**src/rtl/mcu_sys_ctrl_pkg.sv**
```systemverilog
// Shared definitions for the MCU system controller: widths, command codes
// and the command-decoder state enumeration.
package mcu_sys_ctrl_pkg;

    localparam int unsigned DATA_W  = 8;
    localparam int unsigned NUM_CFG = 8;
    localparam int unsigned IDX_W   = $clog2(NUM_CFG);
    localparam int unsigned CFG_W   = NUM_CFG * DATA_W;

    localparam logic [DATA_W-1:0] CMD_VER = 8'h01;
    localparam logic [DATA_W-1:0] CMD_IRQ = 8'h02;
    localparam logic [DATA_W-1:0] CMD_CFG = 8'h03;
    localparam logic [DATA_W-1:0] CMD_RST = 8'h04;

    typedef enum logic [2:0] {
        ST_IDLE,
        ST_VER,
        ST_IRQ,
        ST_CFG_IDX,
        ST_CFG_DAT,
        ST_RST,
        ST_SKIP
    } state_e;

endpackage

```
**src/rtl/mcu_sys_ctrl_if.sv**
```systemverilog
// Byte-stream link between the MCU and the system controller.
//   mcu_strobe : one-cycle pulse, mcu_din valid
//   mcu_start  : marks the command byte of a transfer
//   mcu_din    : payload byte from the MCU
//   mcu_dout   : reply byte to the MCU
interface mcu_sys_ctrl_if;
    import mcu_sys_ctrl_pkg::*;

    logic              mcu_strobe;
    logic              mcu_start;
    logic [DATA_W-1:0] mcu_din;
    logic [DATA_W-1:0] mcu_dout;

    modport master (output mcu_strobe, output mcu_start, output mcu_din, input  mcu_dout);
    modport slave  (input  mcu_strobe, input  mcu_start, input  mcu_din, output mcu_dout);
endinterface

```
**src/rtl/mcu_irq_ctrl.sv**
```systemverilog
// Interrupt block: synchronizes level sources, detects rising edges, keeps
// pending/mask registers and drives the interrupt line.
//   irq_src_i      : asynchronous level sources
//   rd_clr_i       : read-clear of the currently returned (pending & mask) bits
//   mask_we_i/_wdata_i : mask register write
//   pend_masked_c  : combinational pending & mask (reply data for a read)
//   mcu_irq_o      : registered OR of pending & mask
module mcu_irq_ctrl
    import mcu_sys_ctrl_pkg::*;
(
    input  logic              clk,
    input  logic              reset,
    input  logic [DATA_W-1:0] irq_src_i,
    input  logic              rd_clr_i,
    input  logic              mask_we_i,
    input  logic [DATA_W-1:0] mask_wdata_i,
    output logic [DATA_W-1:0] pend_masked_c,
    output logic              mcu_irq_o
);

    logic [DATA_W-1:0] sync1_q, sync2_q, dly_q;
    logic [DATA_W-1:0] pend_q, pend_d;
    logic [DATA_W-1:0] mask_q, mask_d;
    logic [DATA_W-1:0] rise_c, clr_c;
    logic [2:0]        arm_q;
    logic              irq_q;

    // Edges are ignored until the pipeline has refilled after reset, so a
    // source already high at release is not seen as a rising edge.
    assign rise_c        = arm_q[2] ? (sync2_q & ~dly_q) : '0;
    assign clr_c         = rd_clr_i ? (pend_q & mask_q) : '0;
    // Set is applied after clear so a simultaneous edge keeps the bit.
    assign pend_d        = (pend_q & ~clr_c) | rise_c;
    assign mask_d        = mask_we_i ? mask_wdata_i : mask_q;
    assign pend_masked_c = pend_q & mask_q;
    assign mcu_irq_o     = irq_q;

    always_ff @(posedge clk) begin
        if (reset) begin
            sync1_q <= '0;
            sync2_q <= '0;
            dly_q   <= '0;
            arm_q   <= '0;
            pend_q  <= '0;
            mask_q  <= '0;
            irq_q   <= 1'b0;
        end else begin
            sync1_q <= irq_src_i;
            sync2_q <= sync1_q;
            dly_q   <= sync2_q;
            arm_q   <= {arm_q[1:0], 1'b1};
            pend_q  <= pend_d;
            mask_q  <= mask_d;
            irq_q   <= |(pend_d & mask_d);
        end
    end

endmodule

```
**src/rtl/mcu_sys_ctrl.sv**
```systemverilog
// MCU system controller: decodes the MCU byte stream into version read,
// interrupt read/mask, configuration register burst and core reset commands.
//   bus        : MCU byte link (slave side)
//   irq_src    : interrupt sources from the core
//   mcu_irq    : interrupt line to the MCU
//   cfg        : eight configuration bytes, byte k at cfg[8k+7:8k]
//   core_reset : core reset request (set at reset, released by the MCU)
//   cfg_upd    : one-cycle pulse on every configuration write
module mcu_sys_ctrl
    import mcu_sys_ctrl_pkg::*;
#(
    parameter logic [7:0] CORE_ID = 8'h5C,
    parameter logic [7:0] VERSION = 8'h01
) (
    input  logic              clk,
    input  logic              reset,
    mcu_sys_ctrl_if.slave     bus,
    input  logic [DATA_W-1:0] irq_src,
    output logic              mcu_irq,
    output logic [CFG_W-1:0]  cfg,
    output logic              core_reset,
    output logic              cfg_upd
);

    state_e                          state_q;
    logic [DATA_W-1:0]               dout_q;
    logic [NUM_CFG-1:0][DATA_W-1:0]  cfg_q;
    logic [IDX_W-1:0]                idx_q;
    logic                            core_rst_q;
    logic                            upd_q;
    logic                            irq_rd_c;
    logic                            mask_we_c;
    logic [DATA_W-1:0]               pend_masked_c;

    assign irq_rd_c  = bus.mcu_strobe & bus.mcu_start & (bus.mcu_din == CMD_IRQ);
    assign mask_we_c = bus.mcu_strobe & ~bus.mcu_start & (state_q == ST_IRQ);

    mcu_irq_ctrl u_irq (
        .clk           (clk),
        .reset         (reset),
        .irq_src_i     (irq_src),
        .rd_clr_i      (irq_rd_c),
        .mask_we_i     (mask_we_c),
        .mask_wdata_i  (bus.mcu_din),
        .pend_masked_c (pend_masked_c),
        .mcu_irq_o     (mcu_irq)
    );

    assign bus.mcu_dout = dout_q;
    assign cfg          = cfg_q;
    assign core_reset   = core_rst_q;
    assign cfg_upd      = upd_q;

    // Command decoder. One-shot commands fall into SKIP after their last
    // meaningful byte, which also yields 0x00 replies for extra bytes.
    always_ff @(posedge clk) begin
        if (reset) begin
            state_q    <= ST_IDLE;
            dout_q     <= '0;
            cfg_q      <= '0;
            idx_q      <= '0;
            core_rst_q <= 1'b1;
            upd_q      <= 1'b0;
        end else begin
            upd_q <= 1'b0;
            if (bus.mcu_strobe) begin
                if (bus.mcu_start) begin
                    case (bus.mcu_din)
                        CMD_VER: begin
                            state_q <= ST_VER;
                            dout_q  <= CORE_ID;
                        end
                        CMD_IRQ: begin
                            state_q <= ST_IRQ;
                            dout_q  <= pend_masked_c;
                        end
                        CMD_CFG: begin
                            state_q <= ST_CFG_IDX;
                            dout_q  <= cfg_q[idx_q];
                        end
                        CMD_RST: begin
                            state_q <= ST_RST;
                            dout_q  <= '0;
                        end
                        default: begin
                            state_q <= ST_SKIP;
                            dout_q  <= '0;
                        end
                    endcase
                end else begin
                    case (state_q)
                        ST_VER: begin
                            state_q <= ST_SKIP;
                            dout_q  <= VERSION;
                        end
                        ST_IRQ: begin
                            state_q <= ST_SKIP;
                            dout_q  <= bus.mcu_din;
                        end
                        ST_CFG_IDX: begin
                            state_q <= ST_CFG_DAT;
                            idx_q   <= bus.mcu_din[IDX_W-1:0];
                            dout_q  <= cfg_q[bus.mcu_din[IDX_W-1:0]];
                        end
                        ST_CFG_DAT: begin
                            cfg_q[idx_q] <= bus.mcu_din;
                            upd_q        <= 1'b1;
                            idx_q        <= idx_q + IDX_W'(1);
                            dout_q       <= bus.mcu_din;
                        end
                        ST_RST: begin
                            state_q    <= ST_SKIP;
                            core_rst_q <= bus.mcu_din[0];
                            dout_q     <= '0;
                        end
                        default: begin
                            dout_q <= '0;
                        end
                    endcase
                end
            end
        end
    end

endmodule

```
**src/flat_wrapper.sv**
```systemverilog
// flat-port wrapper written by rule: the top's interface ports become plain ports
module mcu_sys_ctrl_flat import mcu_sys_ctrl_pkg::*;
#(
    parameter logic [7:0] CORE_ID = 8'h5C,
    parameter logic [7:0] VERSION = 8'h01
)
  (clk, reset, irq_src, mcu_irq, cfg, core_reset, cfg_upd, bus_mcu_strobe, bus_mcu_start, bus_mcu_din, bus_mcu_dout);
  mcu_sys_ctrl_if bus_i ();
  input  logic clk;
  input  logic reset;
  input  logic [DATA_W-1:0] irq_src;
  output logic mcu_irq;
  output logic [CFG_W-1:0] cfg;
  output logic core_reset;
  output logic cfg_upd;
  input wire logic [$bits(bus_i.mcu_strobe)-1:0] bus_mcu_strobe;
  input wire logic [$bits(bus_i.mcu_start)-1:0] bus_mcu_start;
  input wire logic [$bits(bus_i.mcu_din)-1:0] bus_mcu_din;
  output wire logic [$bits(bus_i.mcu_dout)-1:0] bus_mcu_dout;
  assign bus_i.mcu_strobe = bus_mcu_strobe;
  assign bus_i.mcu_start = bus_mcu_start;
  assign bus_i.mcu_din = bus_mcu_din;
  assign bus_mcu_dout = bus_i.mcu_dout;
  mcu_sys_ctrl #(.CORE_ID(CORE_ID), .VERSION(VERSION)) u_core (.clk(clk), .reset(reset), .bus(bus_i), .irq_src(irq_src), .mcu_irq(mcu_irq), .cfg(cfg), .core_reset(core_reset), .cfg_upd(cfg_upd));
endmodule
```
**config.mk**
```make
export PLATFORM = sky130hd
export DESIGN_NAME = mcu_sys_ctrl_flat
export DESIGN_NICKNAME = d
export VERILOG_FILES = /design/src/rtl/mcu_sys_ctrl_pkg.sv /design/src/rtl/mcu_sys_ctrl_if.sv /design/src/rtl/mcu_irq_ctrl.sv /design/src/rtl/mcu_sys_ctrl.sv /design/src/flat_wrapper.sv
export SDC_FILE = /design/constraint.sdc
export NUM_CORES = 1
export LEC_CHECK = 0
export CAP_MARGIN = 20
export CORE_ASPECT_RATIO = 1.2
export CORE_MARGIN = 10
export CORE_UTILIZATION = 40
export CTS_CLUSTER_DIAMETER = 50
export DETAILED_ROUTE_END_ITERATION = 12
export PLACE_DENSITY = 0.65
export REMOVE_ABC_BUFFERS = 1
export SETUP_SLACK_MARGIN = 0.15
export SKIP_LAST_GASP = 1
export SLEW_MARGIN = 25
export SYNTH_ARGS = -nofsm -noshare
export SYNTH_HDL_FRONTEND = slang
export SYNTH_SLANG_ARGS = --single-unit
```
**constraint.sdc**
```tcl
create_clock -name clk -period 3.4 [get_ports clk]
set_input_delay 0.68 -clock clk [delete_from_list [all_inputs] [get_ports clk]]
set_output_delay 0.68 -clock clk [all_outputs]
set_load 0.01 [all_outputs]
```
==> results.txt, run 1 <==
Clock skew on the completed layout was measured at 0.00812 ns. For the worst setup path, the data arrival time is 2.93 ns. The number of different library cells used by synthesis comes to 47. Dividing the detail-routed via count by the number of cells gives 5.63.

Max-cap violations in this run came to 0. The share of Yosys cell area claimed by the top area cell type works out to 43.4%. The worst register-to-register path begins at u_core.idx_q[0]. Across the VDD grid, the largest voltage drop is 0.321 mV.

The detail-routed net length per standard cell was 21.5 microns. The number of pins with negative max-slew slack in the final report was 0. The tools report the critical path capture point type as a flip-flop. The cell with the most instances after synthesis was sky130_fd_sc_hd__dfxtp_1. The final layout contains routed wiring with a total length of 17.8 mm. Hold buffer count at cts: 0.

The insertion delay of the later-clocked pin in the worst-skew pair is 0.43 ns, and the multiplexer fraction of the synthesized cell area is 27.1%. Worst min-delay path startpoint: u_core.u_irq.sync1_q[6]. The final layout contains 666 nets. For flop-to-flop paths, the worst setup slack is 1.00 ns. Measured against its own limit, the worst slew margin works out to 50.9%. The fraction of final layout cells with drive strength greater than 1 is 15.5%.

After synthesis, flip-flops and latches occupy 43.4% of the total area. The area growth from synthesis to final layout is 31.4%, and the global route total overflow is 0. In this run the tool buffered the top-level ports with 94 buffer cells. The detail route stage leaves a number of antenna-violating nets equal to 0.

The number of gates resized after CTS came out at 0. From left edge to right edge, the die measures 129 microns. The run finished with clean final reports.

After detailed routing, the number of remaining DRC violations is 0. Registers take 2480 sq um. In this run the clock root is driven by a sky130_fd_sc_hd__clkbuf_16.

The post-route fraction of the period consumed by the critical path is 77.7%. By area the synthesized netlist is led by sky130_fd_sc_hd__dfxtp_1 (43%), sky130_fd_sc_hd__mux2i_1 (15%), sky130_fd_sc_hd__mux4_2 (12%), sky130_fd_sc_hd__nor2_1 (6.3%), sky130_fd_sc_hd__nor2b_1 (3.5%). The number of cells on the worst reg-to-reg path is 6.

The total power divided by cell area was 501 nW/um^2; the aggregate global-route resource usage was 18.6%. Number of instances on the worst hold path: 1. The logs give 95 for the total I/O pin count and 0 ns for the sum of negative setup slack. The tools report the initial antenna violation count as 0. The area occupied by multi-input gates is 2980 sq um.

Setup repair after global routing left no endpoint under its margin. The highest clock frequency the design can meet was 0.378 GHz; the post-synthesis async set-or-reset flop share was 0%. Clock-pin slew was measured on the worst setup and hold paths at 0.06 ns. The synthesized netlist devotes 0.219% of its cell area to adder and majority cells. The total via count in the routed design is 4668.

In this run the standard cell core region covers 13900 sq um. The count of H-tree levels built during CTS was 4. The worst setup path is launched from a primary input. For the pin with the worst max-slew slack, the measured transition is 0.735 ns. The synthesized netlist devotes 7.20% of its cell area to compound gates. By count the netlist is led by sky130_fd_sc_hd__dfxtp_1 (124), sky130_fd_sc_hd__nor2_1 (96), sky130_fd_sc_hd__mux2i_1 (84). Data on the critical path is required at its endpoint by 3.69 ns.

The worst setup path is of the in -> reg kind. Detailed placement ended at an HPWL of 12.5 mm. The die covers 19500 sq um. The maximum fanout encountered on the critical timing path came out at 10. Synthesis inferred 124 register bits. The count of buffers added by post-CTS timing repair for setup is 0, and the weighted congestion at the end of routability-driven global placement is 0.925.

The clock net sink count is 124, and the minimum clock period is 2.64 ns. After synthesis, the largest family of logic cells by area is multiplexers. Detailed-routing iteration count for the pre-antenna-repair pass: 5. The synthesized design spends more area on one cell type than any other, namely sky130_fd_sc_hd__dfxtp_1. The most used flip-flop cell after synthesis is sky130_fd_sc_hd__dfxtp_1. Entering global routing, the biggest net connects 120 pins. Summing every instance area after synthesis gives 5720 sq um. TritonCTS built the clock tree. The logs give 327 for the detailed router's first-iteration violation count and 2.72 nW for the leakage power summed over all cells. The die is 151 microns tall. The average instance in the mapped netlist occupies 10.2 sq um.

Once the floorplan was initialized, standard cells occupied 41.0% of the core. The floorplan has 47 rows. Overall power consumption after layout is estimated at 3.76 mW. The tools report the final number of setup-violating endpoints as 0.

The number of global-route vias before repair was 4903; the number of inserted filler cells in the final layout was 1215. For hold timing, the worst endpoint is u_core.u_irq.sync2_q[6]. The antenna diode count was 0; the area share of xor/xnor cells in the synthesized design was 0.306%. The first global-routing pass estimated 27.9 mm of wire. Summing the areas of all and, or, nand and nor instances in the mapped netlist gives 17.0% of the synthesized area.

Yosys mapped a number of flops with a built-in enable equal to 0. The worst register-to-register path ends at u_core.bus.mcu_dout[1]. The number of hold-slack violations in the final timing report is 0, and the post-synthesis instance total is 559.

The tools report the maximum buffer depth of the clock tree as 2. During synthesis, Yosys emitted a total of 0 warnings. Buffers inserted during clock tree synthesis total 17. The min-delay analysis places its worst path in the category reg -> reg.
## state kept, by name, summed over array words and instances (netlist names)
name and count:
u_core.u_irq.sync1_q 8, u_core.bus.mcu_dout 8, u_core.idx_q 3, u_core.core_reset 1
u_core.u_irq.sync2_q 8, u_core.u_irq.dly_q 8, u_core.u_irq.arm_q 3, u_core.cfg_upd 1
u_core.u_irq.pend_q 8, u_core.u_irq.mask_q 8, u_core.cfg 64, u_core.state_q 3
u_core.u_irq.mcu_irq_o 1
## worst max-delay path by stage
stage                               start                     end  slack [ns]  depth (start not counted)
after CTS                  bus_mcu_strobe           u_core.cfg[2]        0.77                          6
after floorplan           u_core.idx_q[0]          u_core.cfg[24]        0.21                          4
after global placement     bus_mcu_din[4]  u_core.u_irq.mcu_irq_o        0.32                          7
after global routing       bus_mcu_strobe  u_core.u_irq.mcu_irq_o        0.66                          7
after detailed placement   bus_mcu_strobe           u_core.cfg[2]        0.33                          6
final                      bus_mcu_strobe           u_core.cfg[2]        0.76                          6
## layer usage
metal	GRT usage [%]	share of wire, %
met2	30.1	48
met4	9.28	3.1
met1	22.1	42
met3	5.52	6.3
met5	0	0
## final cells by class
| class | instances | share of cell area, % |
|---|---|---|
| clock buffers | 19 | 6.03 |
| clock inverters | 13 | 2.85 |
| inverters | 10 | 0.499 |
| multi-input cells | 373 | 39.7 |
| flip-flops and latches | 124 | 33.0 |
| well taps | 171 | 2.85 |
| repair buffers | 119 | 15.1 |
## where the power goes
part | internal (mW) | switching (mW) | leakage (nW) | total, mW
sequential | 1.48 | 0.0260 | 1.01 | 1.51
clock | 1.34 | 0.684 | 0.308 | 2.03
combinational | 0.101 | 0.131 | 1.41 | 0.232
total | 2.92 | 0.840 | 2.72 | 3.76
## logic make-up after synthesis
logic type / Yosys count
AO/OA/AOI/OAI: 61
XOR/XNOR: 2
adder cells (fa/ha/maj): 1
buffers and inverters: 62
flip-flops: 124
multiplexers: 116
AND/OR/NAND/NOR: 193
## layout by cell type (no fill, tap or decap), drive strengths merged, types with 2 or more instances in the layout
cell type | synthesis | final
nor4 | 2 | 2
nor2 | 97 | 97
nand3 | 9 | 9
o22ai | 11 | 11
clkbuf | 33 | 19
and3 | 2 | 2
nand4 | 9 | 9
nand2b | 5 | 5
a32oi | 11 | 11
bufinv | 0 | 5
a21oi | 18 | 18
a22oi | 2 | 2
nand2 | 16 | 16
mux4 | 31 | 31
nor3b | 3 | 3
a32o | 3 | 3
o2bb2ai | 2 | 2
clkinv | 0 | 2
nor3 | 7 | 7
xnor2 | 2 | 2
buf | 19 | 27
mux2i | 84 | 84
nand3b | 5 | 5
clkinvlp | 0 | 5
inv | 10 | 11
clkdlybuf4s50 | 0 | 92
o21ai | 7 | 7
nor2b | 32 | 32
dfxtp | 124 | 124
a311oi | 2 | 2
## worst max-delay path, cell delays in order
cell and delay, ns:
sky130_fd_sc_hd__clkdlybuf4s50_1 0.73, sky130_fd_sc_hd__nand3b_4 0.14, sky130_fd_sc_hd__or4_4 0.50, sky130_fd_sc_hd__nor3_4 0.53, sky130_fd_sc_hd__mux2i_1 0.28, sky130_fd_sc_hd__nor2_1 0.06
## through the flow
step / instances / area (sq um) / setup WS (ns) / hold slack [ns] / util (%)
global route: 829 / 7520 / 0.659 / 0.445 / 53.9
floorplan: 507 / 5490 / 0.211 / 0.414 / -
detailed placement: 797 / 6850 / 0.329 / 0.424 / 49.2
finish: 829 / 7520 / 0.757 / 0.435 / 53.9
CTS: 829 / 7520 / 0.766 / 0.441 / 53.9
global placement: 797 / 6850 / 0.319 / 0.421 / 49.2
Power figures use the tool's default switching activity.
==> run 2, diff against run 1 <==
--- a/config.mk
+++ b/config.mk
@@ -11,7 +11,7 @@
 export CORE_UTILIZATION = 40
 export CTS_CLUSTER_DIAMETER = 50
 export DETAILED_ROUTE_END_ITERATION = 12
-export PLACE_DENSITY = 0.65
+export PLACE_DENSITY = 0.67
 export REMOVE_ABC_BUFFERS = 1
 export SETUP_SLACK_MARGIN = 0.15
 export SKIP_LAST_GASP = 1
==> constraint.sdc (replaced) <==
create_clock -name clk -period 2.2 [get_ports clk]
set_input_delay 0.44 -clock clk [delete_from_list [all_inputs] [get_ports clk]]
set_output_delay 0.44 -clock clk [all_outputs]
set_load 0.01 [all_outputs]
==> run 2 against run 1 <==
Non-clock buffer count rose by 44. Setup slack worse by 0.53 ns. Total power rose by 47%. Wire length up 0.66%. Combinational power rose by 84%. Critical endpoint is now u_core.u_irq.mcu_irq_o. Flip-flop and latch count unchanged. First-iteration DRC count is 24% higher. Die area unchanged. Sequential power up 54%. Clock skew fell by 0.00080 ns. Largest power group unchanged. Highest routed layer unchanged.
==> results.txt, run 2 (synthesis gave the netlist of run 1 again) <==
The first global-routing pass estimated 28.6 mm of wire. In this run the tightest slew margin relative to its limit is 57.2%. The aggregate global-route resource usage was 19.0%. Before CTS, the worst setup slack after placement is -0.644 ns.

CTS built an H-tree with a depth of 4. The initial antenna violation count came out at 0. Leaving out fill and tap cells, the most frequent cell in the layout is sky130_fd_sc_hd__dfxtp_1. CTS placed an instance of sky130_fd_sc_hd__clkbuf_16 at the clock tree root. The number of hold-slack violations in the final timing report was 0; the number of global-route vias before repair was 4966. For the global route total overflow, the log shows 0. Of all nets on the critical path, the largest fanout is 8. The detailed router's first-iteration violation count came out at 407. Max-cap violations in this run came to 0. The count of port buffers added during placement is 94, and the number of nets still failing antenna checks after routing is 0. The insertion delay of the later-clocked pin in the worst-skew pair was 0.43 ns; the number of instances on the worst hold path was 2. The critical path is of the in -> reg type.

The tools report the detailed-routing iteration count for the pre-antenna-repair pass as 5. Counting the buffers created by CTS gives 17. Setup slack closes at 0.225 ns. The worst register-to-register path ends at u_core.u_irq.mcu_irq_o. The clock tree skew after final layout came out at 0.00731 ns. The fraction of final layout cells with drive strength greater than 1 came out at 22.5%. The run finished with clean final reports. The signal arrival time at the worst endpoint is 2.28 ns, and the detail-routed net length per standard cell is 20.5 microns.

The post-layout net count came out at 710. For this run, design rule violations remaining after detail routing come to 0. In this run the worst hold path is classified as in -> reg. After legalization and detailed placement, the total HPWL measured 13.1 mm. The library cells used most frequently in the layout, excluding fill and tap cells, are sky130_fd_sc_hd__dfxtp_1 (122), sky130_fd_sc_hd__nor2_1 (96), sky130_fd_sc_hd__clkdlybuf4s50_1 (87). The worst min-delay path startpoint was reset. The hold-critical path endpoint was u_core.u_irq.pend_q[7].

In this run the core area contains 47 standard-cell rows. The logs give 0 for the number of pins with negative max-slew slack in the final report and 95 for the total I/O pin count. For the worst flop-to-flop path, the logic depth is 6. The data required time of the critical path came out at 2.51 ns. The total power divided by cell area was 692 nW/um^2.

Setup repair after global routing could not meet its margin everywhere. The worst setup path is captured at a flip-flop. In this run the vertical extent of the chip is 151 microns.

TritonCTS built the clock tree. The type of origin of the critical path was a primary input. Clock-pin slew was measured on the worst setup and hold paths at 0.06 ns.

The tools report the total via count in the routed design as 4815. The number of antenna diodes in the final layout is 0. Relative to the synthesized area, the layout overhead comes to 39.7%. Sum of routed wire length over all layers: 17.9 mm. The core region is 13900 sq um. In this run the critical register-to-register path is launched from u_core.state_q[0]. The initial utilization of the core area, before any placement, comes to 41.0%.

Summed over all cells, the static leakage comes to 2.99 nW. The highest ir drop seen on vdd was 0.571 mV. The register with the most flip-flops in the layout has 64 of them. The slew at the pin with the worst max-slew slack was 0.640 ns. The minimum clock period came out at 1.98 ns.

Routability-driven placement finished with a final weighted congestion of 0.899. At the end of the flow the core is filled with cells to 57.3%. Derived from the worst setup path, the maximum achievable clock frequency is 0.506 GHz. On the final layout, the worst hold slack is 0.404 ns.

Dividing the final minimum period by the clock period gives 89.8%. The tools report the final number of setup-violating endpoints as 0. Internal reg-to-reg setup slack: 0.23 ns. The tools report the die outline area as 19500 sq um. The run gives 76 as the largest net degree at the start of global routing. Dividing the detail-routed via count by the number of cells gives 5.52. Counting along the longest clock path gives a buffer depth of 2. For this design, the sink count on the clock tree is 124. From left edge to right edge, the die measures 129 microns.
## run 2: cell types whose count changed in the layout (fill, tap and decap cells not counted), moves of 3 or more
cell	previous run	this run
sky130_fd_sc_hd__buf_4	25	56
sky130_fd_sc_hd__inv_6	1	4
sky130_fd_sc_hd__buf_12	1	9
sky130_fd_sc_hd__mux2i_2	0	3
sky130_fd_sc_hd__dlymetal6s2s_1	0	4
sky130_fd_sc_hd__bufinv_16	5	2
sky130_fd_sc_hd__buf_6	0	5
sky130_fd_sc_hd__mux2i_1	84	78
sky130_fd_sc_hd__mux2i_4	0	3
sky130_fd_sc_hd__clkdlybuf4s50_1	92	87
## run 2: critical path, cell delays in order
cell and delay (ns):
sky130_fd_sc_hd__clkdlybuf4s50_1 0.49, sky130_fd_sc_hd__nor4_4 0.23, sky130_fd_sc_hd__buf_6 0.18, sky130_fd_sc_hd__buf_4 0.11, sky130_fd_sc_hd__nand4_1 0.10, sky130_fd_sc_hd__a32oi_1 0.23, sky130_fd_sc_hd__o22ai_1 0.17, sky130_fd_sc_hd__o41a_1 0.33
## run 2: stage by stage
| stage | TNS, ns | cell area (sq um) | instances | total power [mW] |
|---|---|---|---|---|
| after floorplan | -35.04 | 5490 | 507 | 2.52 |
| after global placement | -21.42 | 7270 | 839 | 2.78 |
| after detailed placement | -19.50 | 7270 | 839 | 2.78 |
| after CTS | 0 | 7890 | 871 | 5.55 |
| after global routing | 0 | 7990 | 873 | 5.71 |
| final | 0 | 7990 | 873 | 5.53 |
## run 2: timing repair
item	CTS	global route
hold buffers	0	0
endpoints found under the hold margin	0	0
setup endpoints to repair	18	42
resized for setup	7	22
buffers inserted	0	2
pin swaps	0	4
## run 2: routing by layer
metal | wire (microns) | track usage (%) | vias to the layer above
met5 | 0 | 0 | -
met4 | 414 | 7.52 | 0
met3 | 1140 | 4.83 | 33
met2 | 8830 | 31.0 | 168
met1 | 7520 | 23.6 | 2343
li1 | - | - | 2271
## run 2: worst max-delay path by stage
stage	slack, ns	to	start	cells after the start
3_5_place_dp	-0.64	u_core.u_irq.mcu_irq_o	bus_mcu_din[5]	7
3_3_place_gp	-0.74	u_core.u_irq.mcu_irq_o	bus_mcu_din[5]	7
5_1_grt	0.13	u_core.u_irq.mcu_irq_o	u_core.state_q[0]	6
6_report	0.22	u_core.u_irq.mcu_irq_o	bus_mcu_din[3]	8
2_1_floorplan	-0.99	u_core.cfg[24]	u_core.idx_q[0]	4
4_1_cts	0.09	u_core.u_irq.mcu_irq_o	bus_mcu_din[3]	7
## run 2: power breakdown
group          total, mW  switching, mW  internal [mW]
registers           2.32         0.0354           2.29
clock network       2.78           1.10           1.68
logic              0.428          0.226          0.202
## run 2: final cells by class
| type | count | area (sq um) |
|---|---|---|
| Fill cell | 1184 | 5950 |
| Sequential cell | 124 | 2480 |
| Timing Repair Buffer | 163 | 1590 |
| Multi-Input combinational cell | 373 | 3070 |
| Inverter | 10 | 37.5 |
| Clock buffer | 17 | 425 |
| Clock inverter | 15 | 164 |
| Tap cell | 171 | 214 |
==> run 3, diff against run 2 <==
==> constraint.sdc (replaced) <==
create_clock -name clk -period 2.2 [get_ports clk]
set_input_delay 0.44 -clock clk [delete_from_list [all_inputs] [get_ports clk]]
set_output_delay 0.44 -clock clk [all_outputs]
set_load 0.05 [all_outputs]
==> run 3 against run 2 <==
Sequential share of layout area increased by 0.34 points. Fmax decreased by 1.3%. Core utilization decreased by 0.62 points. Worst hold slack improved by 0.0013 ns. Non-clock buffer count unchanged. Sequential power about the same. Cell count unchanged. Flip-flop and latch count unchanged. Design area decreased by 1.1%. Critical path depth decreased by 7. Highest routed layer unchanged.
==> results.txt, run 3 (synthesis gave the netlist of run 1 again) <==
The number of global-route vias before repair was 4963; the delay of the slowest critical-path stage was 0.81 ns. Detailed placement finished with a half-perimeter wire length of 13.1 mm. Cells with a size suffix above 1 make up 22.5% of the layout. The tools report the clock buffer count from CTS as 17. The horizontal extent of the die works out to 129 microns. The die span in y is 151 microns, and the final non-filler cell total is 873.

In the routed design, unresolved DRC markers number 0. The first global-routing pass estimated 28.6 mm of wire. The signal arrival time at the worst endpoint was 1.56 ns; the post-route fraction of the period consumed by the critical path was 91.0%. At the pin with the least slew margin, the transition time is 0.612 ns.

The cell family contributing the most delay on the critical path is buffers and inverters. Derived from the worst setup path, the maximum achievable clock frequency is 0.500 GHz. The H-tree was split into 4 levels. The tools report the total I/O pin count as 95. Setup repair after global routing could not meet its margin everywhere. CTS root buffer: sky130_fd_sc_hd__clkbuf_16.

In this run the worst path has a maximum fanout of 2. Clock net sink count: 124. Leaving out fill and tap cells, the most frequent cell in the layout is sky130_fd_sc_hd__dfxtp_1. Highest metal layer with signal wires: met4. The die covers 19500 sq um. Dividing the detail-routed wire length by the instance count gives 20.6 microns. The tools report the antenna diode count as 0. The worst setup path is of the reg -> out kind. The final number of setup-violating endpoints was 0; the highest ir drop seen on vdd was 0.574 mV. The core region is 13900 sq um. The routed design uses 1.18 mm of met3 wire. The launch point of the worst reg-to-reg path was u_core.state_q[0]. The worst setup path is launched from a flip-flop. For the cell area reported after detailed placement, the log shows 7270 sq um. The total power divided by cell area works out to 702 nW/um^2. The number of hold-slack violations in the final timing report is 0, and the weighted congestion at the end of routability-driven global placement is 0.899.

Hold-critical path endpoint: u_core.u_irq.pend_q[7]. At the worst endpoint, the required time is 1.76 ns. The worst register-to-register path has a depth of 6. Largest net degree at the start of global routing: 76. Tightest slew margin relative to the limit: 59.1%. For the initial antenna violation count, the log shows 0.

Number of rows created at floorplan: 47. The run finished with clean final reports. In this run the deepest clock path goes through 2 buffers. Clock-pin slew was measured on the worst setup and hold paths at 0.06 ns.

At the end of the flow the core is filled with cells to 56.7%. The number of flip-flops in the largest register works out to 64. On the final layout, the worst clock skew is 0.00737 ns. Walking the worst path, the cells encountered are clkdlybuf4s50_1. For this run, the total global-route usage over all layers was measured as 19.0%. The area growth from synthesis to final layout is 38.2%. The count of port buffers added during placement was 94.

Before antenna repair, the detailed router went through 5 iterations. Once layout is done, the placed cells without fillers occupy 7910 sq um. TritonCTS built the clock tree. The tools report the placed instance count as 839. The per-cell via count in the routed design was 5.51. The post-layout net count was 710. For the detailed route wirelength on metal2, the log shows 8.83 mm.

The number of pins with negative max-slew slack in the final report was 0; the internal reg-to-reg setup slack was 0.24 ns. The run gives 4813 as the total via count in the routed design. The tools report the starting utilization of the core area as 41.0%. The number of instances on the worst hold path works out to 2.

Global routing finished with a remaining overflow of 0. The tightest hold path in the finished design has a slack of 0.405 ns. The startpoint identified for the worst hold timing path is reset. Buffering stage count on the worst path with inverters included: 1. In this run, the number of DRC markers left after iteration 0 of detailed routing was 394.

The top cell types in the final layout, fill and taps aside, are sky130_fd_sc_hd__dfxtp_1 (122), sky130_fd_sc_hd__nor2_1 (96), sky130_fd_sc_hd__mux2i_1 (78). The routed design has 17.9 mm of wire. The critical path capture point type is an output pin. Subtracting the final worst setup slack from the clock period gives 2.00 ns. Clock latency on the worst-skew pair, taken at its later pin, is 0.43 ns. Number of maximum-capacitance violations: 0. The largest individual stage delay along the critical path comes from the cell sky130_fd_sc_hd__clkdlybuf4s50_1.

Capturing point of the worst reg2reg path: u_core.u_irq.mcu_irq_o. Summed over all cells, the static leakage comes to 3.35 nW. In this run the remaining antenna-violating nets after routing total 0. Post-route met1 wirelength: 7.57 mm. The worst hold path class was in -> reg.
run 3: cell count changes in the layout (fill, tap and decap cells not counted):
| cell | change |
|---|---|
| sky130_fd_sc_hd__dlymetal6s2s_1 | +1 |
| sky130_fd_sc_hd__dlygate4sd2_1 | +71 |
| sky130_fd_sc_hd__clkdlybuf4s50_1 | -72 |
run 3: repair_timing:
| action | in CTS | in global routing |
|---|---|---|
| hold buffers | 0 | 0 |
| pin swaps | 0 | 4 |
| gates resized for setup | 77 | 24 |
| setup buffers | 0 | 2 |
| endpoints found under the setup margin | 89 | 45 |
run 3: power breakdown:
group	internal (mW)	leakage (nW)	switching, mW
clock network	1.68	0.279	1.09
registers	2.29	1.01	0.0358
logic	0.197	2.07	0.252
total	4.17	3.35	1.38
run 3: worst max path at each step:
stage,slack (ns),startpoint,to,cells past startpoint
after global placement,-0.74,bus_mcu_din[5],u_core.u_irq.mcu_irq_o,7
final,0.20,u_core.core_reset,core_reset,1
after global routing,0.13,u_core.state_q[0],u_core.u_irq.mcu_irq_o,6
after detailed placement,-0.64,bus_mcu_din[5],u_core.u_irq.mcu_irq_o,7
after floorplan,-0.99,u_core.idx_q[0],u_core.cfg[24],4
after CTS,0.07,bus_mcu_din[3],u_core.u_irq.mcu_irq_o,7
run 3: per-stage QoR:
stage / setup slack (ns) / setup TNS, ns / total power [mW]
after detailed placement: -0.644 / -19.50 / 2.81
after global routing: 0.132 / 0 / 5.73
final: 0.199 / 0 / 5.55
after floorplan: -0.989 / -35.09 / 2.54
after global placement: -0.742 / -21.42 / 2.80
after CTS: 0.0686 / 0 / 5.57
run 3: cell type report:
cell class                      instances  area [sq um]
Timing Repair Buffer                  163          1510
Inverter                               10          37.5
Tap cell                              171           214
Clock buffer                           17           425
Fill cell                            1197          6030
Multi-Input combinational cell        373          3070
Sequential cell                       124          2480
Clock inverter                         15           164
run 3: routing by layer:
metal | vias to the layer above | global-route usage [%]
li1 | 2267 | -
met1 | 2356 | 23.6
met2 | 162 | 31.0
met3 | 28 | 4.76
met4 | 0 | 7.52
met5 | - | 0
